## src/rtl/alu_pkg.sv

```systemverilog
// Shared opcodes, result constants and controller state encoding.
package alu_pkg;

  localparam logic [7:0]  OP_ADD     = 8'h10;
  localparam logic [7:0]  OP_MUL     = 8'h11;
  localparam logic [31:0] ERR_RESULT = 32'hFFFF_FFFF;

  typedef enum logic [2:0] {
    StIdle,
    StRsvd,
    StLenLo,
    StLenHi,
    StOpnd,
    StExec,
    StResp
  } state_e;

endpackage

```

## src/rtl/alu_packet_ctrl_if.sv

```systemverilog
// Start/done handshake between the packet controller and the iterative multiplier.
interface alu_packet_ctrl_if;

  logic        start;
  logic [31:0] op_a;
  logic [31:0] op_b;
  logic        done;
  logic [31:0] product;

  modport master (
    output start,
    output op_a,
    output op_b,
    input  done,
    input  product
  );

  modport slave (
    input  start,
    input  op_a,
    input  op_b,
    output done,
    output product
  );

endinterface

```

## src/rtl/iter_mul32.sv

```systemverilog
// 32-cycle shift-add multiplier returning the low 32 bits of the product.
// The first step works directly on the start operands, so the result is
// available (done high) in the 32nd cycle counted from the start cycle.
module iter_mul32
  import alu_pkg::*;
(
  input  logic             clk_i,
  input  logic             rst_ni,
  alu_packet_ctrl_if.slave mul
);

  logic        busy_q, busy_d;
  logic [4:0]  cnt_q, cnt_d;
  logic [31:0] a_q, a_d;
  logic [31:0] b_q, b_d;
  logic [31:0] acc_q, acc_d;
  logic [31:0] a_cur, b_cur, acc_cur, acc_sum;

  // Operand view for the current step: live inputs on the start cycle, registers afterwards.
  assign a_cur   = busy_q ? a_q : mul.op_a;
  assign b_cur   = busy_q ? b_q : mul.op_b;
  assign acc_cur = busy_q ? acc_q : 32'h0;
  assign acc_sum = acc_cur + (b_cur[0] ? a_cur : 32'h0);

  assign mul.done    = busy_q && (cnt_q == 5'd31);
  assign mul.product = acc_sum;

  // One shift-add step per cycle while running; start is ignored while busy.
  always_comb begin
    busy_d = busy_q;
    cnt_d  = cnt_q;
    a_d    = a_q;
    b_d    = b_q;
    acc_d  = acc_q;
    if (busy_q || mul.start) begin
      a_d    = a_cur << 1;
      b_d    = b_cur >> 1;
      acc_d  = acc_sum;
      cnt_d  = busy_q ? cnt_q + 5'd1 : 5'd1;
      busy_d = !(busy_q && (cnt_q == 5'd31));
    end
  end

  // Multiplier state registers.
  always_ff @(posedge clk_i or negedge rst_ni) begin
    if (!rst_ni) begin
      busy_q <= 1'b0;
      cnt_q  <= '0;
      a_q    <= '0;
      b_q    <= '0;
      acc_q  <= '0;
    end else begin
      busy_q <= busy_d;
      cnt_q  <= cnt_d;
      a_q    <= a_d;
      b_q    <= b_d;
      acc_q  <= acc_d;
    end
  end

endmodule

```

## src/rtl/alu_packet_ctrl.sv

```systemverilog
// Byte-stream packet ALU: receives opcode/length/operands from a UART
// receiver, folds the operands into an accumulator and returns the 32-bit
// result as four little-endian bytes.
module alu_packet_ctrl
  import alu_pkg::*;
#(
  parameter int unsigned TIMEOUT_CYCLES = 100000
) (
  input  logic       clk_i,
  input  logic       rst_ni,
  input  logic [7:0] rx_data_i,
  input  logic       rx_valid_i,
  output logic       rx_ready_o,
  output logic [7:0] tx_data_o,
  output logic       tx_valid_o,
  input  logic       tx_ready_i,
  output logic       busy_o,
  output logic       err_o
);

  localparam int unsigned   TmoW    = $clog2(TIMEOUT_CYCLES + 1);
  localparam logic [TmoW-1:0] TmoLast = TmoW'(TIMEOUT_CYCLES - 1);

  state_e          state_q, state_d;
  logic [7:0]      opcode_q, opcode_d;
  logic [7:0]      len_lo_q, len_lo_d;
  logic [15:0]     left_q, left_d;
  logic            first_q, first_d;
  logic [1:0]      byte_q, byte_d;
  logic [31:0]     opnd_q, opnd_d;
  logic [31:0]     acc_q, acc_d;
  logic [TmoW-1:0] tmo_q, tmo_d;
  logic            err_q, err_d;
  logic            rdy_q;

  logic rx_hs, tx_hs, wait_st, op_known, exec_done;

  alu_packet_ctrl_if mul_bus ();

  iter_mul32 u_mul (
    .clk_i  (clk_i),
    .rst_ni (rst_ni),
    .mul    (mul_bus)
  );

  // Only non-first multiply operands go through the iterative multiplier.
  assign mul_bus.start = (state_q == StExec) && !first_q && (opcode_q == OP_MUL);
  assign mul_bus.op_a  = acc_q;
  assign mul_bus.op_b  = opnd_q;

  // rdy_q keeps rx_ready_o low until the first clock after reset release.
  assign rx_ready_o = rdy_q && (state_q inside {StIdle, StRsvd, StLenLo, StLenHi, StOpnd});
  assign tx_valid_o = (state_q == StResp);
  assign tx_data_o  = (state_q == StResp) ? acc_q[{byte_q, 3'b000} +: 8] : 8'h00;
  assign busy_o     = (state_q != StIdle);
  assign err_o      = err_q;

  assign rx_hs    = rx_valid_i && rx_ready_o;
  assign tx_hs    = tx_valid_o && tx_ready_i;
  assign wait_st  = state_q inside {StRsvd, StLenLo, StLenHi, StOpnd};
  assign op_known = (opcode_q == OP_ADD) || (opcode_q == OP_MUL);

  // Next-state, datapath and inter-byte timeout.
  always_comb begin
    state_d   = state_q;
    opcode_d  = opcode_q;
    len_lo_d  = len_lo_q;
    left_d    = left_q;
    first_d   = first_q;
    byte_d    = byte_q;
    opnd_d    = opnd_q;
    acc_d     = acc_q;
    err_d     = 1'b0;
    exec_done = 1'b0;
    tmo_d     = '0;
    if (wait_st && !rx_hs) begin
      tmo_d = tmo_q + 1'b1;
    end

    unique case (state_q)
      StIdle: begin
        if (rx_hs) begin
          opcode_d = rx_data_i;
          state_d  = StRsvd;
        end
      end
      StRsvd: begin
        if (rx_hs) begin
          state_d = StLenLo;
        end
      end
      StLenLo: begin
        if (rx_hs) begin
          len_lo_d = rx_data_i;
          state_d  = StLenHi;
        end
      end
      StLenHi: begin
        if (rx_hs) begin
          left_d  = {rx_data_i, len_lo_q};
          first_d = 1'b1;
          byte_d  = '0;
          if ({rx_data_i, len_lo_q} == 16'd0) begin
            acc_d   = '0;
            err_d   = 1'b1;
            state_d = StResp;
          end else begin
            err_d   = !op_known;
            state_d = StOpnd;
          end
        end
      end
      StOpnd: begin
        if (rx_hs) begin
          opnd_d = {rx_data_i, opnd_q[31:8]};
          byte_d = byte_q + 2'd1;
          if (byte_q == 2'd3) begin
            state_d = StExec;
          end
        end
      end
      StExec: begin
        exec_done = 1'b1;
        if (!op_known) begin
          acc_d = ERR_RESULT;
        end else if (first_q) begin
          acc_d = opnd_q;
        end else if (opcode_q == OP_ADD) begin
          acc_d = acc_q + opnd_q;
        end else begin
          exec_done = mul_bus.done;
          if (mul_bus.done) begin
            acc_d = mul_bus.product;
          end
        end
        if (exec_done) begin
          first_d = 1'b0;
          left_d  = left_q - 16'd1;
          state_d = (left_q == 16'd1) ? StResp : StOpnd;
        end
      end
      StResp: begin
        if (tx_hs) begin
          byte_d = byte_q + 2'd1;
          if (byte_q == 2'd3) begin
            state_d = StIdle;
          end
        end
      end
      default: state_d = StIdle;
    endcase

    // Stalled sender: abandon the packet without a response.
    if (wait_st && !rx_hs && (tmo_q == TmoLast)) begin
      state_d = StIdle;
      tmo_d   = '0;
      err_d   = 1'b1;
    end
  end

  // Controller state registers.
  always_ff @(posedge clk_i or negedge rst_ni) begin
    if (!rst_ni) begin
      state_q  <= StIdle;
      opcode_q <= '0;
      len_lo_q <= '0;
      left_q   <= '0;
      first_q  <= 1'b0;
      byte_q   <= '0;
      opnd_q   <= '0;
      acc_q    <= '0;
      tmo_q    <= '0;
      err_q    <= 1'b0;
      rdy_q    <= 1'b0;
    end else begin
      state_q  <= state_d;
      opcode_q <= opcode_d;
      len_lo_q <= len_lo_d;
      left_q   <= left_d;
      first_q  <= first_d;
      byte_q   <= byte_d;
      opnd_q   <= opnd_d;
      acc_q    <= acc_d;
      tmo_q    <= tmo_d;
      err_q    <= err_d;
      rdy_q    <= 1'b1;
    end
  end

endmodule

```

## config.mk

```make
export PLATFORM = sky130hd
export DESIGN_NAME = alu_packet_ctrl
export DESIGN_NICKNAME = d
export VERILOG_FILES = /design/src/rtl/alu_pkg.sv /design/src/rtl/alu_packet_ctrl_if.sv /design/src/rtl/iter_mul32.sv /design/src/rtl/alu_packet_ctrl.sv
export SDC_FILE = /design/constraint.sdc
export NUM_CORES = 1
export LEC_CHECK = 0
export BUFFER_PORTS_ARGS = -buffer_cell sky130_fd_sc_hd__buf_2
export CORE_ASPECT_RATIO = 1.2
export CORE_MARGIN = 2
export CORE_UTILIZATION = 35
export CTS_BUF_LIST = sky130_fd_sc_hd__clkbuf_2
export DETAILED_ROUTE_END_ITERATION = 16
export REMOVE_ABC_BUFFERS = 1
export SYNTH_ARGS = -nofsm -noshare
export SYNTH_HDL_FRONTEND = slang
export SYNTH_SLANG_ARGS = --single-unit
```

## constraint.sdc

```tcl
create_clock -name clk_i -period 5.1 [get_ports clk_i]
set_input_delay 0.765 -clock clk_i [delete_from_list [all_inputs] [get_ports clk_i]]
set_output_delay 0.765 -clock clk_i [all_outputs]
set_load 0.02 [all_outputs]
```

# After elaboration in Yosys (flattened, before gate mapping)
# Index checks and enable logic that the tools add are counted.
[op_classes] n_addsub=6 n_mul=0 n_div=0 order_cmp=0 eq_ne=27 shift=1 n_mux=46 bitwise=0 n_reduce_logical=28
[op_table] op="2-to-1 mux 32 bit" count=10
[op_table] op="adder 32 bit" count=2
[op_table] op="case mux 32 bit (2 select lines)" count=1
[op_table] op="2-to-1 mux 17 bit" count=2
[op_table] op="2-to-1 mux 16 bit" count=2
[op_table] op="case mux 16 bit (2 select lines)" count=1
[op_table] op="indexed part select 32 x 6 -> 8 bit" count=1
[op_table] op="2-to-1 mux 3 bit" count=10
[op_table] op="case mux 3 bit (7 select lines)" count=1
[op_table] op="adder 17 x 1 -> 17 bit, second input constant" count=1
[op_table] op="== test 17 bit, second input constant" count=1
[op_table] op="== test 16 x 1 -> 1 bit, second input constant" count=1
[op_table] op="== test 8 x 5 -> 1 bit, second input constant" count=2
[op_table] op="logical NOT 16 bit" count=1
[op_table] op="subtractor 16 x 1 -> 16 bit, second input constant" count=1
[op_table] op="!= test 3 x 2 -> 1 bit, second input constant" count=5
[op_table] op="!= test 3 x 1 -> 1 bit, second input constant" count=4
[op_table] op="2-to-1 mux 1 bit" count=10
[op_table] op="2-to-1 mux 2 bit" count=5
[op_table] op="== test 3 bit, second input constant" count=3
[op_table] op="AND reduction 9 bit" count=1
[op_table] op="logical AND 1 bit" count=8
[op_table] op="2-to-1 mux 8 bit" count=1
[op_table] op="AND reduction 4 bit" count=2
[op_table] op="other kinds (21)" count=32
[word_totals] regBits=221 latchBits=0 ram_bits=0 rom_bits=0 in_bits=12 elab_cells=124 mem_count=0

# Depth between registers and ports, before layout
# Gate-level depths: netlist (run 1).
[depth] depth_word=9 ltp_mapped=17 ltp_nobuf=14

# Cells and area by module
# Synthesis (run 1) repeated with hierarchy kept, for this count alone.
[unflattened] hier_cells=1703 area_unflattened_um2=15078.2
[by_module_without_submodules] mod="alu_packet_ctrl" instances=1 cells_per_inst=920 area_per_inst_um2=8209.1 seq_area_each_um2=3027.9
[by_module_without_submodules] mod="iter_mul32" instances=1 cells_per_inst=783 area_per_inst_um2=6869.1 seq_area_each_um2=2502.4

# Worst setup path before layout (run 1)
# No wires, ideal clock.
[synth_timing] path_type="register -> register" start="register u_mul.busy_q" end="register acc_q[30]" setup_time_ns=0.129 t_arrival_ns=3.424 required_ns=4.971 setup_slack_ns=1.547 stages_incl_launch_ff=16 path_buffers=3 period_less_slack_ns=3.553 path_cell_list="dfrtp_1 > clkbuf_1 > clkbuf_1 > buf_1 > nor2_1 > ha_1 > fa_1 > a21oi_1 > o211ai_1 > a211oi_1 > nor2_1 > a41oi_2 > o31ai_1 > xor2_1 > o311ai_0 > o21ai_1"
[synth_via] elab_chain_cells=8 word_cells_on_any_way=13
[synth_rtl] item="from (decl)" line="iter_mul32.sv:12" rtl="logic busy_q, busy_d;"
[synth_rtl] item="from (signal assigned)" line="iter_mul32.sv:53" rtl="busy_q <= busy_d;"
[synth_rtl] item="2-to-1 mux 32 bit, on equally long branches" line="iter_mul32.sv:20, iter_mul32.sv:21"
[synth_rtl] item="2-to-1 mux 32 bit" line="iter_mul32.sv:23" rtl="assign acc_sum = acc_cur + (b_cur[0] ? a_cur : 32'h0);"
[synth_rtl] item="adder 32 bit" line="iter_mul32.sv:23"
[synth_rtl] item="2-to-1 mux 32 bit" line="alu_packet_ctrl.sv:132" rtl="if (mul_bus.done) begin"
[synth_rtl] item="2-to-1 mux 32 bit" line="alu_packet_ctrl.sv:128" rtl="end else if (opcode_q == OP_ADD) begin"
[synth_rtl] item="2-to-1 mux 32 bit" line="alu_packet_ctrl.sv:126" rtl="end else if (first_q) begin"
[synth_rtl] item="2-to-1 mux 32 bit" line="alu_packet_ctrl.sv:124" rtl="if (!op_known) begin"
[synth_rtl] item="case mux 32 bit (2 select lines)" line="alu_packet_ctrl.sv:80" rtl="unique case (state_q)"
[synth_rtl] item="to (signal assigned)" line="alu_packet_ctrl.sv:171" rtl="acc_q <= '0;"
[synth_rtl] item="to (signal assigned)" line="alu_packet_ctrl.sv:183" rtl="acc_q <= acc_d;"
[synth_rtl] item="to (decl)" line="alu_packet_ctrl.sv:31" rtl="logic [31:0] acc_q, acc_d;"
# Several ways; a longest one is shown, not always the timed one. The select of a mux whose other input is x is not followed.
# A chain may end at the register's enable or synchronous reset.

# Worst setup path after layout (run 1)
[layout_timing] start="register u_mul.busy_q" end="register acc_q[26]"
# Same word-level chain as after synthesis.

==> flow_summary.ini, run 1 <==
[status]
outcome = complete, no violations

[yosys]
async_reset_ff_share_pct = 100
synth-main-ff-cell = dfrtp_1
yosys.area_share.simple_pct = 17.9
syn_avg_cell_area_um2 = 8.80
synth-edff-count = 0
yosysSeqAreaShare_pct = 38.3
syn_area_um2 = 14400
synthCells = 1640
synth_seq_cells = 221
synth_mux_area_share_pct = 10.1
synth_cell_types = 75
synth_fa_ha_area_share_pct = 6.17
yosys_warnings = 0
synth_xor_area_share_pct = 4.31
synth_compound_area_share_pct = 19.5
synth_top_family_by_area = compound AO/OA/AOI/OAI gates

[setup_path]
cp.arrival_ps = 5020
cp_max_fo = 40
cp-end-kind = flop
worstPathRequired_ps = 6020
worst-setup-path-type = reg2reg
startpoint_type = flop

[die]
die_w_um = 189
ios = 24
start_util_pct = 35.4
die_y_um = 227
coreArea_um2 = 40700
placementRows = 81
dieArea_um2 = 42900

[clock_tree]
clk_pin_slew_ps = 100
hold_buffers = 2
cts_tree = done
post_cts_resized = 0
htreeDepth = 2
cts_made_buffers = 60
clockBufferDepth = 3
cts_setup_buffers = 0
clk_latency_ps = 1050
root_buffer = clkbuf_2
clock-sinks = 221

[sta]
rsz0062_at_grt = false
timing.fmax_mhz = 244
slew_violations = 0
setup_viol = 0
fin_skew_ps = 114
worstMarginPinSlew_ps = 1050
period_share_pct = 80.3
hold_viol = 0
slew_headroom_pct = 29.9
period_needed_ps = 4100

[layout]
area_growth_pct = 7.71
fillers = 4213
final_common_cell = nand2_1
final_area_um2 = 15600
layout-drive-gt1-share_pct = 13.3
finalNonFillerCells = 2228
final_cell_mix = nand2_1, dfrtp_1, a21oi_1, o21ai_0, nor2_1
fin_nets = 1733

[pwr]
ir_drop_v = 0.000261
cellPowerDensity_nw_per_um2 = 507
cellLeakagePower_nw = 6.97

[grt]
grtUsageTotal_pct = 20.0
grt_max_degree = 118
grt_pass1_wl_um = 67000
grt_pass1_vias = 12100
overflow = 0
antenna_found_initial = 1

[routing]
drc = 0
via_count = 12300
wire_per_inst_um = 18.9
postRouteAntennaNets = 0
drt_iter0_markers = 819
drt_wl_total_um = 42100
firstDrtPassIters = 7
via_per_inst = 5.53

[min_path]
hold_path_class = in2reg

[place]
place_area_um2 = 15000
hpwl_um = 29700
dp_cells = 2126
io_buffer_count = 23
gp_congestion = 0.999

[run]
maxCapViolCount = 0
==> report_power, final <==
part | total [W] | leakage, nW | switching, W | internal (W)
Sequential | 0.00298 | 2.90 | 0.000780 | 0.00220
Combinational | 0.00365 | 3.69 | 0.00212 | 0.00152
Clock | 0.00127 | 0.386 | 0.000783 | 0.000483
Total | 0.00789 | 6.97 | 0.00369 | 0.00421
==> synth_stat cells (all sizes together) (30+ instances only) <==
library cell / count / area, µm²
nand3: 43 / 220
mux2: 53 / 597
xor2: 35 / 307
and2: 33 / 206
nand2: 241 / 905
nor2: 100 / 378
ha: 68 / 851
dfrtp: 221 / 5530
xnor2: 36 / 315
nand2b: 48 / 300
a21oi: 162 / 826
mux2i: 68 / 681
buf: 33 / 190
clkbuf: 65 / 244
o21ai: 169 / 853
nor3: 30 / 155
a21o: 37 / 278
==> cell type report <==
type | count | area (µm²) | share of cell area, %
well taps | 539 | 674 | 4.34
inverters | 25 | 93.8 | 0.603
multi-input cells | 1296 | 8400 | 54.0
diodes | 1 | 2.50 | 0.0161
flip-flops and latches | 221 | 5530 | 35.6
repair buffers | 47 | 335 | 2.16
clock buffers | 81 | 405 | 2.61
clock inverters | 18 | 106 | 0.684
==> sequential cells by signal (all words and copies together) (netlist names), 16 cells and up <==
register and cells:
mul_bus.op_b 32, u_mul.b_q 31, left_q 16, tmo_q 17, u_mul.a_q 31, u_mul.acc_q 32
acc_q 32
==> logic make-up (layout without fill, tap and decap cells) <==
kind of cell             count (synthesis)  in the layout
AND/OR/NAND/NOR                        559            559
buffers and inverters                  123            171
adder cells (fa/ha/maj)                 70             70
other                                    1              2
multiplexers                           129            129
flip-flops                             221            221
AO/OA/AOI/OAI                          466            466
XOR/XNOR                                71             71
==> metrics by stage <==
step / total power, W / utilization (%) / setup TNS, ps / hold WS (ps) / setup slack (ps)
after floorplan: 0.00541 / - / -362480 / 431 / -5630
after global placement: 0.00655 / 36.9 / 0 / 445 / 1010
after detailed placement: 0.00660 / 36.9 / 0 / 447 / 943
after CTS: 0.00791 / 38.2 / 0 / 2.18 / 992
after global routing: 0.00851 / 38.2 / 0 / 33.1 / 522
final: 0.00789 / 38.2 / 0 / 90.7 / 1000
==> path summary, 6_finish.rpt <==
kind                                   start              end  slack [ps]  cells after the start
worst min register to register  u_mul.b_q[2]     u_mul.b_q[1]         410                      2
min in group asynchronous             rst_ni        left_q[6]         450                      2
worst max register to register  u_mul.busy_q        acc_q[26]        1000                     13
worst min-delay path            rx_data_i[3]      len_lo_q[3]          90                      2
max in group asynchronous             rst_ni  mul_bus.op_b[4]        3460                      3
worst max-delay path            u_mul.busy_q        acc_q[26]        1000                     13
==> worst max-delay path, cell delays in order (launching register included) <==
cell and delay [ps]:
dfrtp_4 650, mux2i_4 680, a21oi_1 190, fa_1 500
a21oi_1 250, o211ai_1 140, a211oi_1 390, nor2_1 180
a41oi_2 290, nor3b_1 100, nor2_1 120, xnor2_1 160
a21oi_1 100, o221ai_1 230
==> layer usage <==
layer	track usage, %	part of all wire, %
met1	26.0	44
met2	33.1	47
met3	3.20	5.5
met4	8.08	3.2
met5	0	0
Note: power is estimated with default switching activity, not from simulation.
==> run 2: changes to the inputs <==
clock period = 4 ns   (was 5.1 ns; I/O delays follow)
==> run 2 against run 1 <==
Highest routed layer unchanged. Via count rose by 0.16%. Largest power group unchanged. Global-route usage fell by 0.51 points. First-iteration DRC count rose by 11%. Combinational power rose by 28%. Largest cell class unchanged.
==> flow_summary.ini, run 2 (same netlist as run 1, synthesis figures left out) <==
[layout]
finalNonFillerCells = 2249
area_growth_pct = 8.82
layout-drive-gt1-share_pct = 14.0
final_common_cell = nand2_1
fillers = 4179
final_cell_mix = nand2_1, dfrtp_1, a21oi_1, o21ai_0, nor2_1
fin_nets = 1751

[grt]
use_met2_pct = 31.8
antenna_found_initial = 2
grt_pass1_wl_um = 65800
use_met1_pct = 25.7
busiest_layer = met2
grt_pass1_vias = 12000
grt_use_met3_pct = 3.84
overflow = 0
grtUsageTotal_pct = 19.5
grt_max_degree = 98

[die]
dieArea_um2 = 42900
start_util_pct = 35.4
ios = 24
coreArea_um2 = 40700
die_y_um = 227
die_w_um = 189
placementRows = 81

[setup_path]
critical_path.top_delay_family = compound AO/OA/AOI/OAI gates
path_buf_inv = 1
max_stage_delay_ps = 530
rr_worst_depth = 13
cp_max_fo = 20
path_cells = mux2i_4, buf_4, a21oi_1, ha_1, a21oi_1, nand2_1, a211oi_1, nor2_1, a41oi_2, o31ai_1, xor2_1, o311ai_0, o21ai_1
worstPathRequired_ps = 4900
r2r-start = u_mul.busy_q
cp_slowest_cell = dfrtp_4
cp.arrival_ps = 4650
crit_top_cell = a21oi_1
startpoint_type = flop
timing.rr.end = acc_q[30]
worst-setup-path-type = reg2reg
rrSetupSlack_ps = 250
cp-end-kind = flop

[pwr]
p_total_w = 0.0100
combinationalPowerShare_pct = 46.5
ir_drop_v = 0.000335
net-switching-power_w = 0.00466
cellPowerDensity_nw_per_um2 = 639
p_seq_share_pct = 37.4
switching_share_pct = 46.4
p_int_w = 0.00538
power_frac_clock_pct = 16.0
cellLeakagePower_nw = 7.07

[place]
io_buffer_count = 23
gp_congestion = 0.946
dp_slack_ps = 373
hpwl_um = 29400
dp_cells = 2135

[clock_tree]
cts_made_buffers = 61
cts_tree = done
clock-sinks = 221
root_buffer = clkbuf_2
clk_pin_slew_ps = 100
post_cts_resized = 0
hold_buffers = 10
clk_latency_ps = 1080
clockBufferDepth = 3
cts_setup_buffers = 0
htreeDepth = 2

[sta]
setup_viol = 0
worstMarginPinSlew_ps = 912
fin_skew_ps = 109
setup_slack_ps = 250
slew_headroom_pct = 38.6
timing.fmax_mhz = 267
hold_viol = 0
holdWs_ps = 138
rsz0062_at_grt = false
period_share_pct = 93.8
period_needed_ps = 3750
slew_violations = 0

[min_path]
hold_depth = 4
hold_path_class = in2reg
hp-start = tx_ready_i
holdPathEnd = byte_q[0]

[routing]
drt_wl_total_um = 41500
postRouteAntennaNets = 0
firstDrtPassIters = 7
wire_per_inst_um = 18.4
drc = 0
drt_iter0_markers = 906
via_per_inst = 5.49
via_count = 12400

[run]
maxCapViolCount = 0

[status]
outcome = complete, no violations
[run 2: layout make-up]
class,instances,area [µm²],area share [%]
multi-input combinational,1296,8400,53.5
timing repair buffer,64,495,3.15
inverter,25,93.8,0.597
tap,539,674,4.29
clock inverter,12,61.3,0.390
clock buffer,89,445,2.83
antenna,3,7.51,0.0478
sequential,221,5530,35.2
[run 2: routing by layer]
metal | share of wire (%) | vias to the layer above
met5 | 0 | -
li1 | - | 5919
met4 | 3.1 | 0
met2 | 47 | 429
met3 | 6.0 | 93
met1 | 44 | 5909
[run 2: metrics by stage]
step	setup TNS, ps	cell area, µm²	utilization (%)
2_1_floorplan	-507240	14000	-
3_3_place_gp	0	15100	37.1
3_5_place_dp	0	15100	37.1
4_1_cts	0	15700	38.6
5_1_grt	0	15700	38.6
6_report	0	15700	38.6
[run 2: worst min-delay path: stages]
cell and delay (ps):
buf_2 100, a22oi_1 70, o21ai_0 290, o21ai_0 100
[run 2: worst max path at each step]
stage	from	endpoint	slack (ps)	depth (start not counted)
after floorplan	opcode_q[5]	u_mul.acc_q[19]	-6730	6
after global placement	u_mul.busy_q	acc_q[27]	420	14
after detailed placement	u_mul.busy_q	acc_q[30]	370	13
after CTS	u_mul.busy_q	acc_q[30]	260	13
after global routing	u_mul.busy_q	acc_q[30]	10	13
final	u_mul.busy_q	acc_q[30]	250	13
[run 2: power by group through the flow]
stage / clock [W] / combinational, W / sequential (W)
3_3_place_gp: 0 / 0.00454 / 0.00377
2_1_floorplan: 0 / 0.00348 / 0.00341
4_1_cts: 0.00169 / 0.00462 / 0.00374
5_1_grt: 0.00182 / 0.00521 / 0.00382
6_report: 0.00161 / 0.00467 / 0.00376
3_5_place_dp: 0 / 0.00460 / 0.00378
==> run 3: changes to the inputs <==
--- a/config.mk
+++ b/config.mk
@@ -7,3 +7,3 @@
 export LEC_CHECK = 0
-export BUFFER_PORTS_ARGS = -buffer_cell sky130_fd_sc_hd__buf_2
+export BUFFER_PORTS_ARGS = -buffer_cell sky130_fd_sc_hd__buf_4
 export CORE_ASPECT_RATIO = 1.2
==> constraint.sdc (replaced) <==
create_clock -name clk_i -period 4 [get_ports clk_i]
set_input_delay 0.4 -clock clk_i [delete_from_list [all_inputs] [get_ports clk_i]]
set_output_delay 0.4 -clock clk_i [all_outputs]
set_load 0.02 [all_outputs]
==> run 3 against run 2 <==
Setup slack improved by 27 ps. Flip-flop and latch count did not move. Utilization rose by 0.31 points. Power rose by 0.42%. Maximum frequency rose by 0.73%.
==> flow_summary.ini, run 3 (same netlist as run 1, synthesis figures left out) <==
[grt]
grtUsageTotal_pct = 19.9
overflow = 0
antenna_found_initial = 1
grt_max_degree = 113
grt_pass1_wl_um = 67300
grt_pass1_vias = 12200

[setup_path]
path_buf_inv = 1
cp_max_fo = 20
max_stage_delay_ps = 510
cp.depth = 14
crit_top_cell = a21oi_1
rrSetupSlack_ps = 280
timing.rr.end = acc_q[29]
worstSetupEndpoint = acc_q[29]
path_cells = mux2i_4, buf_4, a21oi_1, ha_1, and3_1, nand4_1, nor2_1, o211ai_2, a211o_1, a311oi_2, a31oi_1, xnor2_1, a21oi_1, o221ai_2
cp_slowest_cell = dfrtp_4
critical_path.top_delay_family = compound AO/OA/AOI/OAI gates
rr_worst_depth = 14
r2r-start = u_mul.busy_q
crit_start = u_mul.busy_q
worst-setup-path-type = reg2reg
worstPathRequired_ps = 4930
startpoint_type = flop
cp.arrival_ps = 4650
cp-end-kind = flop

[run]
maxCapViolCount = 0

[routing]
drc = 0
postRouteAntennaNets = 0
via_per_inst = 5.46
firstDrtPassIters = 5
wire_per_inst_um = 18.4
drt_wl_total_um = 41500
drt_iter0_markers = 1111
via_count = 12300

[sta]
slew_headroom_pct = 40.0
holdWs_ps = 247
worstMarginPinSlew_ps = 898
period_share_pct = 93.1
setup_viol = 0
period_needed_ps = 3720
hold_viol = 0
rsz0062_at_grt = false
fin_skew_ps = 115
setup_slack_ps = 277
timing.fmax_mhz = 269
slew_violations = 0

[layout]
final_cell_mix = nand2_1, dfrtp_1, a21oi_1, o21ai_0, nor2_1
finalCoreUtilization_pct = 38.9
layout-drive-gt1-share_pct = 13.5
final_common_cell = nand2_1
fin_nets = 1751
area_growth_pct = 9.69

[place]
io_buffer_count = 23
hpwl_um = 29700
gp_congestion = 0.982
dp_slack_ps = 331

[min_path]
hold_path_class = in2reg

[clock_tree]
cts_made_buffers = 60
clk_latency_ps = 1060
clock-sinks = 221
cts_tree = done
htreeDepth = 2
clockBufferDepth = 3
root_buffer = clkbuf_2
clk_pin_slew_ps = 120
cts_setup_buffers = 0

[status]
outcome = complete, no violations

[die]
coreArea_um2 = 40700
start_util_pct = 35.4
placementRows = 81
ios = 24
dieArea_um2 = 42900
die_w_um = 189
die_y_um = 227

[pwr]
cellPowerDensity_nw_per_um2 = 637
ir_drop_v = 0.000431
cellLeakagePower_nw = 7.09
run 3: timing repair:
item	4_1_cts	5_1_grt
endpoints found under the hold margin	197	0
hold buffers	13	0
gates resized for setup	0	1
endpoints found under the setup margin	0	1
run 3: power breakdown:
group          leakage, nW  internal, W  total, W  switching, W
registers             2.90      0.00280   0.00376      0.000955
logic                 3.80      0.00200   0.00472       0.00272
clock network        0.389     0.000554   0.00161       0.00105
total                 7.09      0.00536    0.0101       0.00472
run 3: worst min-delay path by stage:
| stage | start | end | slack, ps | cells after the start |
|---|---|---|---|---|
| finish | rx_data_i[4] | opcode_q[4] | 250 | 3 |
| global route | rx_data_i[7] | mul_bus.op_b[31] | 200 | 3 |
| CTS | rx_data_i[4] | opcode_q[4] | 130 | 3 |
| detailed placement | u_mul.acc_q[14] | u_mul.acc_q[14] | 450 | 2 |
| global placement | u_mul.acc_q[30] | u_mul.acc_q[30] | 440 | 2 |
| floorplan | rst_ni | acc_q[0] | 100 | 0 |
run 3: worst reg2reg max path, delay by kind of cell (launching register included):
kind | cells | cell delay, ps
AND/OR/NAND/NOR | 3 | 580
buffers and inverters | 1 | 280
AO/OA/AOI/OAI | 7 | 1340
XOR/XNOR | 1 | 250
adder cells (fa/ha/maj) | 1 | 430
flip-flops | 1 | 510
multiplexers | 1 | 250
run 3: layout make-up:
class | count | area [µm²]
fill | 4165 | 24900
multi-input combinational | 1296 | 8410
sequential | 221 | 5530
tap | 539 | 674
timing repair buffer | 65 | 591
clock buffer | 78 | 390
clock inverter | 33 | 144
inverter | 25 | 93.8
antenna | 1 | 2.50
run 3: layer usage:
layer	vias up	part of all wire [%]	global-route usage, %	wire (µm)
met4	0	3.9	8.53	1630
met2	373	46	32.4	19100
met5	-	0	0	0
met1	5929	44	26.4	18400
li1	5930	-	-	-
met3	102	5.6	3.03	2320
run 3: stage by stage:
stage	cells	setup TNS [ps]	area, µm²	total power, W
3_5_place_dp	2133	0	15200	0.00845
4_1_cts	2257	0	15800	0.0101
3_3_place_gp	2133	0	15200	0.00835
2_1_floorplan	1542	-507240	14000	0.00690
6_report	2258	0	15800	0.0101
5_1_grt	2258	0	15800	0.0109
